`config.mk`:
```
export PLATFORM = sky130hd
export DESIGN_NAME = deser_rx
export DESIGN_NICKNAME = d
export VERILOG_FILES = /design/src/rtl/deser_rx_pkg.sv /design/src/rtl/deser_hold_reg.sv /design/src/rtl/deser_rx.sv
export SDC_FILE = /design/constraint.sdc
export NUM_CORES = 1
export LEC_CHECK = 0
export BUFFER_PORTS_ARGS = -buffer_cell sky130_fd_sc_hd__buf_2
export CORE_MARGIN = 2
export CORE_UTILIZATION = 50
export DETAILED_ROUTE_END_ITERATION = 8
export HOLD_SLACK_MARGIN = 0.03
export MAX_ROUTING_LAYER = met4
export PLACE_DENSITY = 0.73
export SLEW_MARGIN = 20
export SYNTH_ARGS = -nofsm -noshare
export SYNTH_HDL_FRONTEND = slang
export SYNTH_SLANG_ARGS = --single-unit
```
`constraint.sdc`:
```
create_clock -name CLK -period 2 [get_ports CLK]
set_input_delay 0.2 -clock CLK [delete_from_list [all_inputs] [get_ports CLK]]
set_output_delay 0.2 -clock CLK [all_outputs]
set_load 0.01 [all_outputs]
```
`src/rtl/deser_rx_pkg.sv`:
```
// Shared definitions for the deser_rx serial receiver: FSM encoding,
// counter sizing and the bit-order helper.
package deser_rx_pkg;

  typedef enum logic {
    IDLE  = 1'b0,
    SHIFT = 1'b1
  } state_t;

  // Bits needed to count 0..w-1; a 2-bit word still needs one counter bit.
  function automatic int cnt_width(input int w);
    return (w > 2) ? $clog2(w) : 1;
  endfunction

  // Reverse the low w bits of v; bits at and above w come back as zero.
  function automatic logic [31:0] bit_rev(input logic [31:0] v, input int w);
    logic [31:0] r;
    r = '0;
    for (int i = 0; i < 32; i++) begin
      if (i < w) r[5'(i)] = v[5'(w - 1 - i)];
    end
    return r;
  endfunction

endpackage

```
`src/rtl/deser_hold_reg.sv`:
```
// VLD/RDY holding register for completed words, with sticky overrun flag.
module deser_hold_reg #(
  parameter int W = 8
) (
  input  logic         CLK,
  input  logic         RSTN,
  input  logic         load,
  input  logic [W-1:0] word,
  input  logic         RDY,
  input  logic         CLR,
  output logic [W-1:0] O,
  output logic         VLD,
  output logic         OVR
);

  // NOTE: sequential state uses non-blocking assignments so every register
  // samples the pre-edge values, independent of statement order.
  always_ff @(posedge CLK or negedge RSTN) begin
    if (!RSTN) begin
      O   <= '0;
      VLD <= 1'b0;
      OVR <= 1'b0;
    end else begin
      if (load) begin
        // A full register only takes the new word if the old one leaves now.
        if (!VLD || RDY) begin
          O   <= word;
          VLD <= 1'b1;
        end
      end else if (VLD && RDY) begin
        VLD <= 1'b0;
      end

      // Set has priority over clear so a drop is never lost.
      if (load && VLD && !RDY) OVR <= 1'b1;
      else if (CLR)            OVR <= 1'b0;
    end
  end

endmodule

```
`src/rtl/deser_rx.sv`:
```
// Serial-to-parallel receiver: FS-delimited W-bit frames, one bit per CLK,
// delivered through a VLD/RDY holding register.
module deser_rx
  import deser_rx_pkg::*;
#(
  parameter int W         = 8,
  parameter bit MSB_FIRST = 1'b1
) (
  input  logic         CLK,
  input  logic         RSTN,
  input  logic         I,
  input  logic         FS,
  input  logic         RDY,
  input  logic         CLR,
  output logic [W-1:0] O,
  output logic         VLD,
  output logic         OVR,
  output logic         BUSY
);

  localparam int            CW   = cnt_width(W);
  localparam logic [CW-1:0] LAST = CW'(W - 1);

  state_t         state_q, state_d;
  logic [CW-1:0]  cnt_q, cnt_d;
  logic [W-2:0]   sr_q, sr_d;
  logic [W-1:0]   word_raw, word;
  logic           load;

  // Earliest bit sits at the top of word_raw; the final bit comes straight from I.
  assign word_raw = {sr_q, I};

  generate
    if (MSB_FIRST) begin : g_msb
      assign word = word_raw;
    end else begin : g_lsb
      assign word = W'(bit_rev(32'(word_raw), W));
    end
  endgenerate

  always_comb begin
    // NOTE: every signal gets a default first so no path leaves it unassigned,
    // which would otherwise infer a latch.
    state_d = state_q;
    cnt_d   = cnt_q;
    sr_d    = sr_q;
    load    = 1'b0;

    if (FS) begin
      // FS starts a frame from either state; a partial frame is simply dropped.
      state_d = SHIFT;
      cnt_d   = CW'(1);
      sr_d    = (W-1)'(I);
    end else if (state_q == SHIFT) begin
      sr_d = (W-1)'({sr_q, I});
      if (cnt_q == LAST) begin
        load    = 1'b1;
        state_d = IDLE;
        cnt_d   = '0;
      end else begin
        cnt_d = cnt_q + CW'(1);
      end
    end
  end

  always_ff @(posedge CLK or negedge RSTN) begin
    if (!RSTN) begin
      state_q <= IDLE;
      cnt_q   <= '0;
      sr_q    <= '0;
    end else begin
      state_q <= state_d;
      cnt_q   <= cnt_d;
      sr_q    <= sr_d;
    end
  end

  assign BUSY = (state_q == SHIFT);

  deser_hold_reg #(.W(W)) u_hold (
    .CLK  (CLK),
    .RSTN (RSTN),
    .load (load),
    .word (word),
    .RDY  (RDY),
    .CLR  (CLR),
    .O    (O),
    .VLD  (VLD),
    .OVR  (OVR)
  );

endmodule

```
==> metrics.txt, run 1 <==
commonest non-fill, non-tap cell in the layout=dfrtp_1; Max Used Layer=met4; antenna violations before repair=0; syn nets=70; CP Cell Sequence=ha_1, ha_1, nand3b_4, nor2b_4, mux2_4; synthesized flop and latch total=21; critical path endpoint category=register; total number of vias=498; most frequent cells in the layout=dfrtp_1, buf_2, nor2_1; Avg WL per Cell=12.3 um; DP HPWL=943 um; Int Pwr=0.674 mW; drt first-iter violations=2; RSZ-0062 raised after global routing=false; Synth Instances=62; net switching power figure=0.243 mW; CTS Root Cell=clkbuf_4; Clock Latency Late Sink=300 ps; # Max-Cap Violations=0; slowest CP cell=dfrtp_1; maximum clock path buffer count=2; IO Count=17; Crit path required time=2190 ps; Initial Util=0.528; Vias/cell=4.70; metal1 wirelength=630 um; leakage=0.597 nW; H-tree depth=1; FF-to-FF Start=cnt_q[0]; register-to-register path setup slack=370 ps; Comb pwr share=0.216; Die ar.=0.00218 mm2; GRT overflow=0; vias in the first global route=473; Die H=46.7 um; area of the core=0.00173 mm2; CTS Buf Count=3; final period demand of the worst path=1630 ps; Final Skew=6.92 ps; Hold Path End=u_hold.OVR; GRT Total Usage=0.157; Slew @ Worst Pin=450 ps; routability cong.=0.689; Sw Share=0.265; fraction of layout cells with a size suffix above 1=0.395; Max Clk Rate=614 MHz; Reg2Reg Depth=5; # rows=15; Final nets=90; post-cts sizing count=0; Yosys warning count=0; CP Buf/Inv Count=0; n_diodes=0; Distinct cells, synth=19; DIE WIDTH=46.7 um; HP Class=in -> reg; setup TNS=0 ps; startpoint types=register; fin crit share=0.814; Crit Path Max Fanout=8; post-synthesis sequential area ratio=0.576; mapped cell area=912 um2; hold_sp=CLR; final WL=1300 um; CP Data Arrival Time=1820 ps; routed wl met2=570 um; Final ANT Viol Nets=0; Final Slew Violations=0; hold path cells=2; clock sinks=21; Port Buffers=16; WHS=83.5 ps; Area Overhead vs Synth=13.7%; largest net degree at the start of global routing=22; pwr dens=884 mW/mm2; Flop pwr share=0.565; final setup fails=0; status=finished, final reports clean; CP top delay family=simple AND/OR/NAND/NOR gates; CP Class=reg -> reg; Met3 Wirelength=61 um; Reg clk slew, reported paths=110 ps; first-pass GRT wire length=2210 um; Fin. Hold Viols=0; max incr delay on CP=380 ps; Clock Power Share=0.219; Reg2Reg Capture Point=u_hold.O[0]; cell mode on critical path=ha_1; synthesized area per cell=14.7 um2; CTS tree=done; DRC=0; VDD IR max=0.591 mV; Slew HR=0.700; drt first pass iters=5
## cells by family after synthesis
family          after synthesis  synth area share
mux                          17             0.232
compound gates                3            0.0247
buf+inv                       5            0.0411
simple gates                 14            0.0987
fa+ha+maj                     2            0.0274
flops                        21             0.576
## worst reg2reg max path, delay by kind of cell (launching register included)
kind | cells | cell delay, ps
mux | 1 | 330
fa+ha+maj | 2 | 390
simple gates | 2 | 430
flops | 1 | 380
## cell type report
cell class                 count  area [um2]
tap                           25        31.3
fill                         146         689
sequential                    21         526
timing repair buffer          18        97.6
clock buffer                   4        26.3
inverter                       2        7.51
multi-input combinational     36         349
## power by group through the flow
stage | logic [mW] | clock network, mW | registers (mW)
after floorplan | 0.115 | 0 | 0.543
after global placement | 0.198 | 0 | 0.526
after detailed placement | 0.200 | 0 | 0.527
after CTS | 0.202 | 0.207 | 0.520
after global routing | 0.223 | 0.222 | 0.527
final | 0.198 | 0.201 | 0.518
## per-layer routing
metal / vias to the layer above / global-route usage
li1: 246 / -
met1: 232 / 0.206
met2: 16 / 0.217
met3: 4 / 0.0353
met4: 0 / 0.100
met5: - / -
## how the worst max path moves through the flow
| stage | to | cells past startpoint | startpoint | slack [ps] |
|---|---|---|---|---|
| detailed placement | u_hold.O[6] | 5 | cnt_q[0] | 360 |
| global placement | u_hold.O[0] | 5 | cnt_q[0] | 410 |
| floorplan | u_hold.O[0] | 6 | cnt_q[0] | 530 |
| global route | u_hold.O[7] | 5 | cnt_q[0] | 260 |
| finish | u_hold.O[0] | 5 | cnt_q[0] | 370 |
| CTS | u_hold.O[6] | 5 | cnt_q[0] | 350 |
## synth_stat cells, drive strengths merged
master | number | share of area
a211o | 1 | 0.0096
buf | 2 | 0.029
clkbuf | 1 | 0.0041
dfrtp | 21 | 0.58
ha | 2 | 0.027
inv | 2 | 0.0082
mux2 | 9 | 0.14
mux2i | 8 | 0.088
nand2 | 1 | 0.0041
nand2b | 1 | 0.015
nand3b | 1 | 0.022
nor2 | 9 | 0.037
nor2b | 1 | 0.015
nor3 | 1 | 0.0055
o21bai | 1 | 0.0082
o22ai | 1 | 0.0069
## timing repair
| action | CTS | global route |
|---|---|---|
| hold buffers | 1 | 0 |
| setup buffers | 0 | 0 |
| hold endpoints to repair | 21 | 0 |
## flip-flops by register name (all words and copies together) (netlist names)
signal and count:
BUSY 1, cnt_q 3, sr_q 7, u_hold.O 8
u_hold.OVR 1, u_hold.VLD 1
## per-stage QoR
stage	total power, mW	area (um2)	std cells	utilization	setup slack [ps]
final	0.917	1040	106	0.601	372
after global routing	0.972	1040	106	0.601	255
after CTS	0.928	1040	106	0.601	346
after detailed placement	0.727	1000	101	0.580	358
after global placement	0.725	1000	101	0.580	412
after floorplan	0.657	912	62	-	525
Note: power is estimated with default switching activity, not from simulation.
==> inputs of run 2 (changes only) <==
==> constraint.sdc (replaced) <==
create_clock -name CLK -period 1.6 [get_ports CLK]
set_input_delay 0.16 -clock CLK [delete_from_list [all_inputs] [get_ports CLK]]
set_output_delay 0.16 -clock CLK [all_outputs]
set_load 0.01 [all_outputs]
==> run 2 against run 1 <==
Effect of this change: via count rose by 2.4%; combinational power is 32% higher; wire length increased by 5.8%; sequential cell count unchanged; design area up 4.0%; global-route usage fell by 0.29 points; sequential power grew 26%; die area stayed put; register-to-register slack worse by 310 ps; critical endpoint is now u_hold.O[3]; largest power group unchanged.
==> metrics.txt, run 2 (same netlist as run 1, synthesis figures left out) <==
Crit path required time=1790 ps (was 2190 ps); Vias/cell=4.72 (was 4.70); Die ar.=0.00218 mm2 (unchanged); Max Used Layer=met4 (unchanged); maximum clock path buffer count=2 (unchanged); register-to-register path setup slack=60 ps (was 370 ps); Slew HR=0.709 (was 0.700); Reg clk slew, reported paths=120 ps (was 110 ps); leakage=0.611 nW (was 0.597 nW); area of the core=0.00173 mm2 (unchanged); fraction of layout cells with a size suffix above 1=0.434 (was 0.395); Crit Path Max Fanout=8 (unchanged); startpoint types=register (unchanged); IO Count=17 (unchanged); Area Overhead vs Synth=18.2% (was 13.7%); Top Registers=u_hold.O x8, sr_q x7, cnt_q x3 (unchanged); Final nets=92 (was 90); pre-CTS WS=50.0 ps (was 358 ps); Reg2Reg Capture Point=u_hold.O[3] (was u_hold.O[0]); GRT Total Usage=0.154 (was 0.157); Initial Util=0.528 (unchanged); CTS Buf Count=3 (unchanged); hold path cells=2 (unchanged); commonest non-fill, non-tap cell in the layout=dfrtp_1 (unchanged); clock sinks=21 (unchanged); status=finished, final reports clean (unchanged); routability cong.=0.683 (was 0.689); # rows=15 (unchanged); total number of vias=510 (was 498); Avg WL per Cell=12.8 um (was 12.3 um); fin crit share=0.963 (was 0.814); Met3 Wirelength=50 um (was 61 um); CP Class=reg -> reg (unchanged); Port Buffers=16 (unchanged); Final Slew Violations=0 (unchanged); VDD IR max=0.538 mV (was 0.591 mV); Fin. Hold Viols=0 (unchanged); max FFs per register=8 (unchanged); Final Skew=7.77 ps (was 6.92 ps); post-CTS setup repair buffer count=0 (unchanged); most frequent cells in the layout=dfrtp_1, buf_2, nor2_1 (unchanged); Clock Latency Late Sink=300 ps (about the same); CTS tree=done (unchanged); antenna violations before repair=0 (unchanged); HP Class=in -> reg (unchanged); n_diodes=0 (unchanged); drt first-iter violations=1 (was 2); setup TNS=0 ps (unchanged); largest net degree at the start of global routing=22 (unchanged); Max Clk Rate=649 MHz (was 614 MHz); Die H=46.7 um (unchanged); DRC=0 (unchanged); Reg2Reg Depth=6 (was 5); # Max-Cap Violations=0 (unchanged); routed wl met2=647 um (was 570 um); GRT overflow=0 (unchanged); FF-to-FF Start=cnt_q[0] (unchanged); Biggest register=u_hold.O (unchanged); drt first pass iters=4 (was 5); Final ANT Viol Nets=0 (unchanged); DP HPWL=986 um (was 943 um); Hold Path End=u_hold.OVR (unchanged); final setup fails=0 (unchanged); Slew @ Worst Pin=437 ps (was 450 ps); first-pass GRT wire length=2160 um (was 2210 um); RSZ-0062 raised after global routing=false (unchanged); CTS Root Cell=clkbuf_4 (unchanged); final worst slack=58.7 ps (was 372 ps); critical path endpoint category=register (unchanged); DIE WIDTH=46.7 um (unchanged); H-tree depth=1 (unchanged); CP Data Arrival Time=1730 ps (was 1820 ps); vias in the first global route=489 (was 473); hold_sp=CLR (unchanged); pwr dens=1080 mW/mm2 (was 884 mW/mm2); metal1 wirelength=646 um (was 630 um); final WL=1380 um (was 1300 um); final period demand of the worst path=1540 ps (was 1630 ps)
## run 2: worst max-delay path, stage by stage (launching register included)
cell      delay [ps]
dfrtp_1          400
ha_1             210
ha_4             160
nand3b_4          90
nor2b_4          130
buf_12           140
mux2_4           300
## run 2: per-stage QoR
| stage | hold WS, ps | power [mW] | instance area [um2] | util | instances |
|---|---|---|---|---|---|
| 2_1_floorplan | -136 | 0.822 | 912 | - | 62 |
| 3_3_place_gp | 134 | 0.912 | 1030 | 0.596 | 103 |
| 3_5_place_dp | 133 | 0.915 | 1030 | 0.596 | 103 |
| 4_1_cts | 47.3 | 1.16 | 1070 | 0.617 | 108 |
| 5_1_grt | 46.1 | 1.24 | 1080 | 0.625 | 108 |
| 6_report | 45.6 | 1.16 | 1080 | 0.625 | 108 |
## run 2: repair_timing
item                                   4_1_cts  5_1_grt
hold buffers                                 1        0
endpoints found under the hold margin       21        0
setup endpoints to repair                    0        8
gates resized for setup                      0        2
## run 2: layer usage
layer  track usage  vias up
li1              -      251
met1         0.190      241
met2         0.225       14
met3        0.0353        4
met4         0.100        0
met5             -        -
## run 2: worst max-delay path by stage
stage                  end  startpoint  depth (start not counted)
3_3_place_gp   u_hold.O[3]    cnt_q[0]                          6
6_report       u_hold.O[3]    cnt_q[0]                          6
4_1_cts        u_hold.O[3]    cnt_q[0]                          6
3_5_place_dp   u_hold.O[3]    cnt_q[0]                          6
5_1_grt        u_hold.O[1]    cnt_q[0]                          6
2_1_floorplan  u_hold.O[0]    cnt_q[0]                          6
## run 2: cell type report
class / count / area (um2)
inverters: 2 / 7.51
clock buffers: 3 / 22.5
flip-flops and latches: 21 / 526
well taps: 25 / 31.3
fillers: 143 / 648
clock inverters: 1 / 5.00
multi-input cells: 36 / 362
repair buffers: 20 / 125
## run 2: report_power, final
group	internal, mW	switching [mW]	total (mW)
combinational	0.152	0.110	0.262
clock	0.0932	0.156	0.249
sequential	0.603	0.0486	0.652
total	0.848	0.315	1.16
==> inputs of run 3 (changes only) <==
--- a/config.mk
+++ b/config.mk
@@ -5,6 +5,7 @@
 export SDC_FILE = /design/constraint.sdc
 export NUM_CORES = 1
 export LEC_CHECK = 0
+export ABC_AREA = 1
 export BUFFER_PORTS_ARGS = -buffer_cell sky130_fd_sc_hd__buf_2
 export CORE_MARGIN = 2
 export CORE_UTILIZATION = 50
==> constraint.sdc (replaced) <==
create_clock -name CLK -period 1.8 [get_ports CLK]
set_input_delay 0.18 -clock CLK [delete_from_list [all_inputs] [get_ports CLK]]
set_output_delay 0.18 -clock CLK [all_outputs]
set_load 0.01 [all_outputs]
==> run 3 against run 2 <==
Effect of this change: sequential cell count unchanged; clock skew shrank 5.1 ps; global-route usage increased by 1.5 points; register-to-register slack improved by 400 ps; hold slack better by 23 ps; critical endpoint is now u_hold.O[6].
==> metrics.txt, run 3 <==
HP Class=in -> reg (unchanged); status=finished, final reports clean (unchanged); Final Slew Violations=0 (unchanged); Final ANT Viol Nets=0 (unchanged); Int Pwr=0.689 mW (was 0.848 mW); Reg clk slew, reported paths=110 ps (was 120 ps); Yosys warning count=0 (unchanged); WHS=69.1 ps (was 45.6 ps); clock sinks=21 (unchanged); count leader, synth=nand2_1 (was dfrtp_1); Avg WL per Cell=11.6 um (was 12.8 um); commonest cells in the netlist=nand2_1, dfrtp_1, nand3_1 (was dfrtp_1, nor2_1, mux2_4, mux2i_1, ha_1); post-cts sizing count=0 (unchanged); fin crit share=0.747 (was 0.963); setup TNS=0 ps (unchanged); leakage=0.556 nW (was 0.611 nW); Die ar.=0.00212 mm2 (was 0.00218 mm2); mapped cell area=883 um2 (was 912 um2); critical path endpoint category=register (unchanged); VDD IR max=0.531 mV (was 0.538 mV); GRT Total Usage=0.169 (was 0.154); final period demand of the worst path=1340 ps (was 1540 ps); n_diodes=0 (unchanged); Max Clk Rate=744 MHz (was 649 MHz); antenna violations before repair=0 (unchanged); startpoint types=register (unchanged); Design Power=0.957 mW (was 1.16 mW); Synth Flop Type=dfrtp_1 (unchanged); post-synth top area cell=dfrtp_1 (unchanged); max FFs per register=8 (unchanged); Finished Core Util=0.595 (was 0.625); top-area cell type share of the netlist area=0.595 (was 0.576); H-tree depth=1 (unchanged); RSZ-0062 raised after global routing=false (unchanged); Slew @ Worst Pin=451 ps (was 437 ps); Final nets=117 (was 92); top cells by area, synth=dfrtp_1, nand2_1, nand3_1, o22ai_1, inv_1 (was dfrtp_1, mux2_4, mux2i_1, nor2_1, ha_1); Distinct cells, synth=17 (was 19); synthesized flop and latch total=21 (unchanged); # rows=15 (unchanged); Biggest register=u_hold.O (unchanged); Flop pwr share=0.593 (was 0.561); largest net degree at the start of global routing=22 (unchanged); vias in the first global route=581 (was 489); net switching power figure=0.268 mW (was 0.315 mW); Slew HR=0.699 (was 0.709); fraction of layout cells with a size suffix above 1=0.250 (was 0.434); DIE WIDTH=46.0 um (was 46.7 um); CTS Root Cell=clkbuf_4 (unchanged); drt first pass iters=4 (unchanged); DRC=0 (unchanged); Fin. Hold Viols=0 (unchanged); Synth Instances=89 (was 62); Post-synth EDFFs=0 (unchanged); IO Count=17 (unchanged); final WL=1460 um (was 1380 um); CTS Buf Count=3 (unchanged); DP HPWL=1110 um (was 986 um); Initial Util=0.523 (was 0.528); first-pass GRT wire length=2420 um (was 2160 um); drt first-iter violations=20 (was 1); post-synthesis sequential area ratio=0.595 (was 0.576); Area Overhead vs Synth=13.7% (was 18.2%); total number of vias=642 (was 510); Crit Path Max Fanout=9 (was 8); most frequent cells in the layout=nand2_1, dfrtp_1, buf_2 (was dfrtp_1, buf_2, nor2_1); Final Skew=2.66 ps (was 7.77 ps); routability cong.=0.789 (was 0.683); synthesized area per cell=9.93 um2 (was 14.7 um2); syn nets=97 (was 70); CP Data Arrival Time=1540 ps (was 1730 ps); Comb pwr share=0.181 (was 0.225); Top Registers=u_hold.O x8, sr_q x7, cnt_q x3 (unchanged); maximum clock path buffer count=2 (unchanged); # Max-Cap Violations=0 (unchanged); CTS tree=done (unchanged); Clock Power Share=0.225 (was 0.214); commonest non-fill, non-tap cell in the layout=nand2_1 (was dfrtp_1); Crit path required time=1990 ps (was 1790 ps); fraction of registers with async set/reset=1.00 (unchanged); Vias/cell=5.14 (was 4.72); GRT overflow=0 (unchanged); final setup fails=0 (unchanged); area of the core=0.00169 mm2 (was 0.00173 mm2); CP Class=reg -> reg (unchanged); Die H=46.0 um (was 46.7 um); Clock Latency Late Sink=290 ps (was 300 ps); pwr dens=952 mW/mm2 (was 1080 mW/mm2); Port Buffers=16 (unchanged); Sw Share=0.280 (was 0.270)
[run 3: cell types whose count changed in the layout (fill, tap and decap cells not counted), moves of 2 or more]
| cell | previous run | this run |
|---|---|---|
| nand2_4 | 0 | 2 |
| nand3_1 | 0 | 12 |
| nand2_1 | 1 | 27 |
| o21ai_1 | 0 | 2 |
| o22ai_1 | 1 | 5 |
| mux2_4 | 8 | 0 |
| mux2i_1 | 8 | 0 |
| inv_1 | 1 | 7 |
| buf_4 | 2 | 0 |
| nor2_1 | 9 | 0 |
| inv_2 | 1 | 3 |
[run 3: power groups by stage]
stage	Sequential, mW	Combinational, mW	Clock (mW)
after floorplan	0.591	0.0884	0
after global routing	0.575	0.201	0.249
final	0.568	0.174	0.216
after global placement	0.577	0.171	0
after detailed placement	0.577	0.174	0
after CTS	0.568	0.177	0.225
[run 3: final cells by class]
class	instances	area, um2
repair buffers	17	90.1
clock buffers	4	26.3
inverters	10	37.5
multi-input cells	56	304
well taps	17	21.3
flip-flops and latches	21	526
fillers	149	684
[run 3: kinds of logic after synthesis]
group                    count (synthesis)  synth area share
AO/OA/AOI/OAI                            9            0.0581
adder cells (fa/ha/maj)                  2            0.0283
buffers and inverters                   12            0.0609
flip-flops                              21             0.595
AND/OR/NAND/NOR                         45             0.258
[run 3: metrics by stage]
stage          instance area (um2)  setup slack (ps)  cells
2_1_floorplan                  883               597     89
3_3_place_gp                   968               529    120
3_5_place_dp                   968               474    120
4_1_cts                       1000               455    125
5_1_grt                       1000               325    125
6_report                      1000               455    125
[run 3: worst paths after layout]
check / depth (start not counted) / slack (ps) / from / end
min reg2reg: 2 / 480 / u_hold.O[0] / u_hold.O[0]
max: 7 / 460 / cnt_q[0] / u_hold.O[6]
min: 2 / 70 / CLR / u_hold.OVR
max reg2reg: 7 / 460 / cnt_q[0] / u_hold.O[6]
max in group asynchronous: 2 / 1140 / RSTN / u_hold.O[5]
min in group asynchronous: 2 / 350 / RSTN / u_hold.O[2]
[run 3: critical path: stages, from the launching register on]
cell     delay (ps)
dfrtp_1         380
ha_1            160
ha_1            220
nand2_4          80
nor2_8          160
nand2_4         100
nand2_1          80
nand2_1          60
[run 3: routing by layer]
metal	track usage	share of wire
met1	0.203	0.45
met5	-	0
met4	0.0686	0.017
met2	0.275	0.50
met3	0.0357	0.027
[run 3: what timing repair did]
| item | CTS | global route |
|---|---|---|
| hold buffers | 1 | 0 |
| endpoints found under the hold margin | 21 | 0 |
| setup buffers | 0 | 0 |
